`src/rtl/regfile_arb_pkg.sv`:
```
// rtl/regfile_arb_pkg.sv - state encoding, default widths and requester indices for the register-file arbiter
package regfile_arb_pkg;

    localparam int ARB_DATA_W = 8;
    localparam int ARB_ADDR_W = 4;

    localparam logic REQ0 = 1'b0;
    localparam logic REQ1 = 1'b1;

    typedef enum logic [1:0] {
        IDLE    = 2'd0,
        ISSUE   = 2'd1,
        CAPTURE = 2'd2,
        RESP    = 2'd3
    } arb_state_t;

endpackage

```
`src/rtl/regfile_arbiter_rr_pick2.sv`:
```
// rtl/regfile_arbiter_rr_pick2.sv - combinational two-way round-robin picker
module rr_pick2
    import regfile_arb_pkg::*;
(
    input  logic [1:0] req,
    input  logic       last,
    output logic [1:0] pick,
    output logic       valid
);

    // On a tie the requester that did not go last wins.
    always_comb begin
        pick = req;
        if (req == 2'b11) begin
            pick = (last == REQ1) ? 2'b01 : 2'b10;
        end
    end

    assign valid = |req;

endmodule

```
`src/rtl/regfile_arbiter.sv`:
```
// rtl/regfile_arbiter.sv - two-requester round-robin sequencer for the shared 16x8 register file
// Optional burst locking is built when REGFILE_ARB_LOCK_EN is defined.
module regfile_arbiter
    import regfile_arb_pkg::*;
#(
    parameter int DATA_W = ARB_DATA_W,
    parameter int ADDR_W = ARB_ADDR_W
) (
    input  logic              Clk,
    input  logic              Rst,
    input  logic              req0,
    input  logic              req1,
    input  logic              we0,
    input  logic              we1,
    input  logic [ADDR_W-1:0] addr0,
    input  logic [ADDR_W-1:0] addr1,
    input  logic [DATA_W-1:0] wdata0,
    input  logic [DATA_W-1:0] wdata1,
`ifdef REGFILE_ARB_LOCK_EN
    input  logic              lock0,
    input  logic              lock1,
`endif
    output logic              gnt0,
    output logic              gnt1,
    output logic              done0,
    output logic              done1,
    output logic [DATA_W-1:0] rdata,
    output logic [ADDR_W-1:0] rf_raddr,
    output logic [ADDR_W-1:0] rf_waddr,
    output logic              rf_ren,
    output logic              rf_wen,
    output logic [DATA_W-1:0] rf_wdata,
    input  logic [DATA_W-1:0] rf_rdata
);

    arb_state_t        state_q;
    arb_state_t        state_d;
    logic              owner_q;
    logic              we_q;
    logic [ADDR_W-1:0] addr_q;
    logic [DATA_W-1:0] wdata_q;
    logic [1:0]        gnt_q;
    logic              last_q;
    logic [DATA_W-1:0] rdata_q;

    logic [1:0]        pick;
    logic              pick_valid;
    logic              relock;
    logic              load;
    logic              src;
    logic [1:0]        gnt_next;

    rr_pick2 u_pick (
        .req   ({req1, req0}),
        .last  (last_q),
        .pick  (pick),
        .valid (pick_valid)
    );

`ifdef REGFILE_ARB_LOCK_EN
    assign relock = (owner_q == REQ1) ? (lock1 & req1) : (lock0 & req0);
`else
    assign relock = 1'b0;
`endif

    // A locked owner reloads straight from RESP, skipping arbitration.
    assign load     = ((state_q == IDLE) && pick_valid) || ((state_q == RESP) && relock);
    assign src      = (state_q == IDLE) ? pick[1] : owner_q;
    assign gnt_next = (state_q == IDLE) ? pick : gnt_q;

    always_comb begin
        state_d = state_q;
        case (state_q)
            IDLE:    if (pick_valid) state_d = ISSUE;
            ISSUE:   state_d = we_q ? RESP : CAPTURE;
            CAPTURE: state_d = RESP;
            RESP:    state_d = relock ? ISSUE : IDLE;
            default: state_d = IDLE;
        endcase
    end

    always_ff @(posedge Clk or negedge Rst) begin
        if (!Rst) begin
            state_q <= IDLE;
            owner_q <= REQ0;
            we_q    <= 1'b0;
            addr_q  <= '0;
            wdata_q <= '0;
            gnt_q   <= '0;
            last_q  <= REQ1;
            rdata_q <= '0;
        end else begin
            state_q <= state_d;
            if (load) begin
                owner_q <= src;
                we_q    <= (src == REQ1) ? we1 : we0;
                addr_q  <= (src == REQ1) ? addr1 : addr0;
                wdata_q <= (src == REQ1) ? wdata1 : wdata0;
                gnt_q   <= gnt_next;
            end else if (state_q == RESP) begin
                gnt_q <= '0;
            end
            if ((state_q == IDLE) && pick_valid) begin
                last_q <= pick[1];
            end
            if (state_q == CAPTURE) begin
                rdata_q <= rf_rdata;
            end
        end
    end

    assign gnt0     = gnt_q[0];
    assign gnt1     = gnt_q[1];
    assign done0    = (state_q == RESP) && (owner_q == REQ0);
    assign done1    = (state_q == RESP) && (owner_q == REQ1);
    assign rdata    = rdata_q;
    assign rf_raddr = addr_q;
    assign rf_waddr = addr_q;
    assign rf_wdata = wdata_q;
    assign rf_wen   = (state_q == ISSUE) && we_q;
    assign rf_ren   = (state_q == ISSUE) && !we_q;

endmodule

```
`config.mk`:
```
export PLATFORM = sky130hd
export DESIGN_NAME = regfile_arbiter
export DESIGN_NICKNAME = d
export VERILOG_FILES = /design/src/rtl/regfile_arb_pkg.sv /design/src/rtl/regfile_arbiter_rr_pick2.sv /design/src/rtl/regfile_arbiter.sv
export SDC_FILE = /design/constraint.sdc
export NUM_CORES = 1
export LEC_CHECK = 0
export CAP_MARGIN = 20
export CORE_UTILIZATION = 40
export DETAILED_ROUTE_END_ITERATION = 8
export PLACE_DENSITY = 0.9
export SLEW_MARGIN = 10
export SYNTH_ARGS = -nofsm -noshare
export SYNTH_HDL_FRONTEND = slang
export SYNTH_SLANG_ARGS = --single-unit
```
`constraint.sdc`:
```
create_clock -name Clk -period 1.93 [get_ports Clk]
set_input_delay 0.2895 -clock Clk [delete_from_list [all_inputs] [get_ports Clk]]
set_output_delay 0.2895 -clock Clk [all_outputs]
set_load 0.1 [all_outputs]
```
Word-level counts from Yosys, hierarchy flattened
Cells that the tools add are included.

Equality and inequality tests: 6. Mux-type cells: 12. Bitwise operators: 1. Reduce and logical (&&, ||, !) cells: 10.

Operators by type and width (count): $mux 2 (6); $mux 8 (1); $pmux 2 s4 (1); $eq 2x2->1 const B (3); $logic_and 1x1->1 (5); $mux 4 (1); $mux 1 (3); $eq 2x1->1 const B (1); $logic_not 2->1 (1); $ne 2x1->1 const B (1); $ne 2x2->1 const B (1); $reduce_and 2->1 (1); $reduce_bool 2->1 (1); $reduce_or 2->1 (1); $logic_not 1->1 (1); $not 1->1 (1).

Register bits: 27. Output and inout bits: 30. Logic and storage cells: 37.

Logic depth before layout (Yosys ltp)
Gate-level depths: netlist of the first run.

Depth after elaboration: 4. Gate-level depth with buffers: 7.

By module
Synthesis of the first run repeated with hierarchy kept, for this count alone.

Cells, all modules: 120. Area, all modules: 1341.3 µm².

Modules (own cells, without submodules): regfile_arbiter (times used 1, cells an instance 116, area each 1316.3 µm², seq. area each 676.9 µm²); rr_pick2 (times used 1, cells an instance 4, area each 25.0 µm², seq. area each 0.0 µm²).

Least setup slack after synthesis of the first run
OpenSTA, ideal clock, no wires.

Path kind: reg-to-output. From: reg state_q[1]. To: out rf_ren. Data arrival time: 2016 ps. Slack: -376 ps. Stages on the path, launching flop included: 4. Path through: dfrtp_1 inv_1 ha_1 nor2b_1.

Cells in the longest elaborated chain, start to end: 2.

Ends and longest elaborated chain: start: declaration (line regfile_arbiter.sv:36) `arb_state_t state_q;`; start signal: assignment (line regfile_arbiter.sv:93) `state_q <= state_d;`; $eq 2x1->1 (line regfile_arbiter.sv:121) `assign rf_ren = (state_q == ISSUE) && !we_q;`; $logic_and 1x1->1 (line regfile_arbiter.sv:121); end: declaration (line regfile_arbiter.sv:30) `output logic rf_ren,`.

Every way passes these cells.

Worst setup path after layout of the first run
From: reg state_q[1]. To: out rf_wen.

Cells in the longest elaborated chain, start to end: 2.

Ends and longest elaborated chain: $eq 2x1->1 (line regfile_arbiter.sv:120) `assign rf_wen = (state_q == ISSUE) && we_q;`; $logic_and 1x1->1 (line regfile_arbiter.sv:120); end: declaration (line regfile_arbiter.sv:31) `output logic rf_wen,`.

Every way passes these cells.

==> results of run 1 <==
routing by layer:
layer	global-route usage, %	wire (um)	up-vias
met2	30.61	1488	45
met5	0	0	-
li1	-	-	576
met3	2.814	184	2
met1	23.84	1300	550
met4	3.987	24	0
how the worst max path moves through the flow:
stage | to | start | slack, ns | depth (start not counted)
detailed placement | rf_raddr[2]$_DFFE_PN0P_ | req1 | 0.25 | 4
global placement | rf_wdata[0]$_DFFE_PN0P_ | req1 | 0.34 | 4
floorplan | done0 | state_q[1]$_DFFE_PN0P_ | -0.20 | 3
CTS | rf_wen | state_q[1]$_DFFE_PN0P_ | 0.15 | 4
finish | rf_wen | state_q[1]$_DFFE_PN0P_ | 0.18 | 4
global route | rf_wen | state_q[1]$_DFFE_PN0P_ | 0.06 | 4
cell usage in the layout, fill, tap and decap left out:
master / Yosys / routed
clkdlybuf4s50_1: 0 / 37
buf_4: 5 / 28
dfrtp_1: 26 / 26
nor2_1: 16 / 16
nand3_1: 13 / 13
o21ai_0: 13 / 13
a31oi_1: 13 / 13
mux2_2: 8 / 8
nand2_1: 6 / 6
ha_1: 5 / 5
inv_1: 4 / 4
buf_12: 1 / 4
clkbuf_4: 0 / 3
and2_4: 2 / 2
o21ai_1: 2 / 2
and2_1: 1 / 1
nor2b_2: 0 / 1
o21a_1: 1 / 1
a21oi_1: 1 / 1
or3b_4: 1 / 1
o21ai_2: 1 / 1
nor3_1: 1 / 1
a22oi_2: 1 / 1
o22ai_1: 1 / 1
a31o_2: 1 / 1
clkinv_2: 0 / 1
dfstp_2: 1 / 1
cell type report:
type / instances / area [sq um] / area share [%]
Tap cell: 44 / 55.05 / 2.767
Sequential cell: 27 / 676.9 / 34.03
Clock inverter: 1 / 5.005 / 0.2516
Inverter: 4 / 15.01 / 0.7547
Multi-Input combinational cell: 88 / 554.3 / 27.86
Timing Repair Buffer: 69 / 660.6 / 33.21
Clock buffer: 3 / 22.52 / 1.132
synthesized netlist by cell type (all sizes together):
cell type  number  area share [%]
a21oi           1            0.37
nor2           16             4.4
nand2           6             1.7
o21ai          16             6.2
a31o            1            0.65
nor2b           1            0.46
a22oi           1            0.92
dfstp           1             1.9
nor3            1            0.37
buf            12             8.3
ha              5             4.6
or3b            1            0.83
inv             4             1.1
o22ai           1            0.46
dfrtp          26              48
o21a            1            0.55
mux2            8             6.6
nand3          13             4.8
a31oi          13             6.0
and2            3             1.8
kinds of logic (layout without fill, tap and decap cells):
logic type / after synthesis / in the layout
multiplexers: 8 / 8
adder cells (fa/ha/maj): 5 / 5
flip-flops: 27 / 27
AO/OA/AOI/OAI: 34 / 34
buffers and inverters: 16 / 77
AND/OR/NAND/NOR: 41 / 41
through the flow:
stage | TNS, ns | setup slack [ns]
after floorplan | -0.4056 | -0.2028
after global placement | 0 | 0.3380
after CTS | 0 | 0.1514
after global routing | 0 | 0.06185
final | 0 | 0.1781
after detailed placement | 0 | 0.2483
flip-flops by register name, summed over array words and instances, names as in the netlist, named ones only:
register / count
gnt_q: 2
last_q: 1
rdata: 8
rf_raddr: 4
rf_wdata: 8
state_q: 2
we_q: 1
==> impl_metrics.json, run 1 <==
{
  "drt_pre_antenna_iters": 4,
  "post_cts_buffers": 0,
  "crit_family": "flip-flops",
  "finalSetupViolations": 0,
  "synth_fa_ha_area_share_pct": 4.613,
  "cap_viol_max_count": 0,
  "run_status": "complete, no violations",
  "via_per_inst": 4.970,
  "antenna_found_initial": 0,
  "yosys.area_share.simple_pct": 14.30,
  "first_iter_violations": 67,
  "die_h_um": 60.23,
  "root_buffer": "clkbuf_4",
  "cp_num_buf_inv": 2,
  "drive_gt1_share_pct": 27.08,
  "area_growth_pct": 46.68,
  "ys_seq_elements": 27,
  "cp_slowest_cell": "dfrtp_1",
  "syn-cell-area_sq_um": 1356,
  "hold_ws_ns": 0.3120,
  "placed_cell_area_sq_um": 1962,
  "grt_max_degree": 28,
  "nets": 236,
  "path_class": "flop to output pin",
  "relSlewSlack_pct": 70.34,
  "stdcell_area_sq_um": 1989,
  "skew_ns": 0.007068,
  "slew_violations": 0,
  "worst-path-max-fanout": 4,
  "synth_seq_area_share_pct": 49.91,
  "cts_buffers": 3,
  "diodes": 0,
  "max_freq_mhz": 570.8,
  "cp.required_ns": 1.64,
  "postCtsResizedCells": 0,
  "nFillCells": 256,
  "rows": 20,
  "start_util_pct": 43.36,
  "synthXorXnorAreaFrac_pct": 0,
  "end_kind": "output pin",
  "dpl.hpwl_um": 2248,
  "netlist_instances": 131,
  "cts_buffer_depth": 2,
  "top_level_ports": 68,
  "ant_nets": 0,
  "core_area_sq_um": 3128,
  "r2r_slack_ns": 0.28,
  "hold_viol_final": 0,
  "gp_congestion": 0.7423,
  "rr_endpoint": "rf_raddr[2]$_DFFE_PN0P_",
  "cp_slowest_stage_delay_ns": 0.45,
  "htreeDepth": 1,
  "yosys_warnings": 0,
  "clock_latency_ns": 0.32,
  "r2r.worst_path.cells": 5,
  "post-route-period-util_pct": 90.77,
  "grt_remaining_overflow": 0,
  "grt_pass1_vias": 1168,
  "portBuffers": 67,
  "syn_avg_cell_area_sq_um": 10.35,
  "regToRegStartpoint": "state_q[0]$_DFFE_PN0P_",
  "synth_fp_nets": 174,
  "drc": 0,
  "post-place-cells": 232,
  "synth_top_family_by_area": "compound AO/OA/AOI/OAI gates",
  "wl_um": 2998,
  "crit_chain": "inv_1 > ha_1 > and2_1 > buf_12",
  "hold_buffers": 0,
  "synthMuxAreaShare_pct": 6.642,
  "crit_arrival_ns": 1.46,
  "startpoint_type": "flop",
  "grt_usage_pct": 17.98,
  "ys_types": 26,
  "final_cell_count_no_fill": 236,
  "clock-sinks": 27,
  "worst_pin_slew_ns": 0.4439,
  "grt_setup_unrepaired": "no",
  "synth_compound_area_share_pct": 15.13,
  "grt_pass1_wl_um": 4961,
  "clk_pin_slew_ns": 0.14,
  "cts_tree": "yes",
  "die_area_sq_um": 3628,
  "via_count": 1173,
  "utilization_pct": 63.60,
  "dieWidth_um": 60.23,
  "fin_crit_ns": 1.752,
  "min_path_type": "input port to async pin",
  "wl_per_cell_um": 12.70
}
Power of run 1 is not shown: default switching activity piles up to over one toggle a cycle in this logic, so the estimate is an artifact.
==> inputs of run 2 (changes only) <==
CORE_MARGIN = 8   (was unset)
CTS_CLUSTER_DIAMETER = 50   (was unset)
==> impl_metrics.json, run 2 (synthesis results as in run 1) <==
{
  "path_class": "flop to output pin",
  "crit_chain": "inv_1 > ha_1 > and2_1 > buf_12",
  "run_status": "complete, no violations",
  "start_util_pct": 41.30,
  "r2r.worst_path.cells": 5,
  "cp_slowest_stage_delay_ns": 0.45,
  "antenna_found_initial": 0,
  "crit_arrival_ns": 1.49,
  "die_h_um": 74.23,
  "min_path_type": "input port to async pin",
  "via_per_inst": 5.004,
  "most-common-layout-cells": "clkdlybuf4s50_1, buf_4, dfrtp_1",
  "cts_buffers": 3,
  "dieWidth_um": 74.23,
  "max_freq_mhz": 562.2,
  "root_buffer": "clkbuf_4",
  "cts_tree": "yes",
  "skew_ns": 0.01085,
  "nFillCells": 271,
  "worst_pin_slew_ns": 0.4580,
  "cp_slowest_cell": "dfrtp_1",
  "cp.required_ns": 1.64,
  "rr_endpoint": "rf_wdata[5]$_DFFE_PN0P_",
  "cts_buffer_depth": 2,
  "first_iter_violations": 68,
  "grt_setup_unrepaired": "no",
  "layout_commonest_cell": "clkdlybuf4s50_1",
  "wl_um": 3543,
  "post-route-period-util_pct": 92.16,
  "dpl.hpwl_um": 2703,
  "ant_nets": 0,
  "crit_end": "rf_wen",
  "post_cts_buffers": 0,
  "nets": 236,
  "htreeDepth": 1,
  "grt_remaining_overflow": 0,
  "via_count": 1191,
  "worst-path-max-fanout": 4,
  "regToRegStartpoint": "state_q[1]$_DFFE_PN0P_",
  "fin_tns_setup_ns": 0,
  "cp-startpoint": "state_q[1]$_DFFE_PN0P_",
  "top_level_ports": 68,
  "grt_pass1_wl_um": 5637,
  "drc": 0,
  "relSlewSlack_pct": 69.40,
  "slew_violations": 0,
  "grt_max_degree": 28,
  "end_kind": "output pin",
  "clk_pin_slew_ns": 0.15,
  "finalSetupViolations": 0,
  "drt_pre_antenna_iters": 4,
  "rows": 21,
  "core_area_sq_um": 3284,
  "gp_congestion": 0.7424,
  "hold_ws_ns": 0.3249,
  "wl_per_cell_um": 14.89,
  "postCtsResizedCells": 0,
  "clock-sinks": 27,
  "fin_crit_ns": 1.779,
  "diodes": 0,
  "hold_viol_final": 0,
  "grt_usage_pct": 12.92,
  "area_growth_pct": 46.86,
  "hold_buffers": 0,
  "clock_latency_ns": 0.32,
  "portBuffers": 67,
  "cap_viol_max_count": 0,
  "startpoint_type": "flop",
  "r2r_slack_ns": 0.28,
  "grt_pass1_vias": 1262,
  "die_area_sq_um": 5510,
  "drive_gt1_share_pct": 27.08
}
[run 2: cell counts in the layout (fill, tap and decap cells not counted)]
No cell type changed its count.
[run 2: worst min path at each step]
stage | from | to | slack, ns | cells after the start
2_1_floorplan | Rst | async pin | -0.006 | 0
5_1_grt | Rst | gnt_q[0]$_DFFE_PN0P_ | 0.37 | 2
6_report | Rst | gnt_q[1]$_DFFE_PN0P_ | 0.32 | 2
3_5_place_dp | last_q$_DFFE_PN1P_ | last_q$_DFFE_PN1P_ | 0.49 | 2
4_1_cts | Rst | gnt_q[1]$_DFFE_PN0P_ | 0.33 | 2
3_3_place_gp | last_q$_DFFE_PN1P_ | last_q$_DFFE_PN1P_ | 0.48 | 2
[run 2: area by class of cell]
type	count	area [sq um]	area share [%]
Sequential cell	27	676.9	33.98
Timing Repair Buffer	69	660.6	33.17
Multi-Input combinational cell	88	554.3	27.83
Tap cell	46	57.56	2.889
Clock buffer	3	22.52	1.131
Inverter	4	15.01	0.7538
Clock inverter	1	5.005	0.2513
[run 2: metrics by stage]
| stage | instance area [sq um] | std cells | utilization, % | setup WS, ns |
|---|---|---|---|---|
| after floorplan | 1359 | 131 | - | -0.2028 |
| after detailed placement | 1964 | 234 | 59.81 | 0.3075 |
| after global placement | 1964 | 234 | 59.81 | 0.3445 |
| final | 1992 | 238 | 60.65 | 0.1512 |
| after global routing | 1992 | 238 | 60.65 | 0.08332 |
| after CTS | 1992 | 238 | 60.65 | 0.1474 |
[run 2: layer usage]
layer | share of wire, % | wire [um] | GRT usage, %
met5 | 0 | 0 | 0
met2 | 51 | 1799 | 22.46
met1 | 40 | 1432 | 14.40
met3 | 7.9 | 281 | 4.178
met4 | 0.85 | 30 | 4.565
[run 2: critical path, delay by kind of cell (launching register included)]
kind	cells	cell delay, ns
flops	1	0.45
buf+inv	2	0.33
simple gates	1	0.21
fa+ha+maj	1	0.18
Power of run 2 is left out for the same reason.
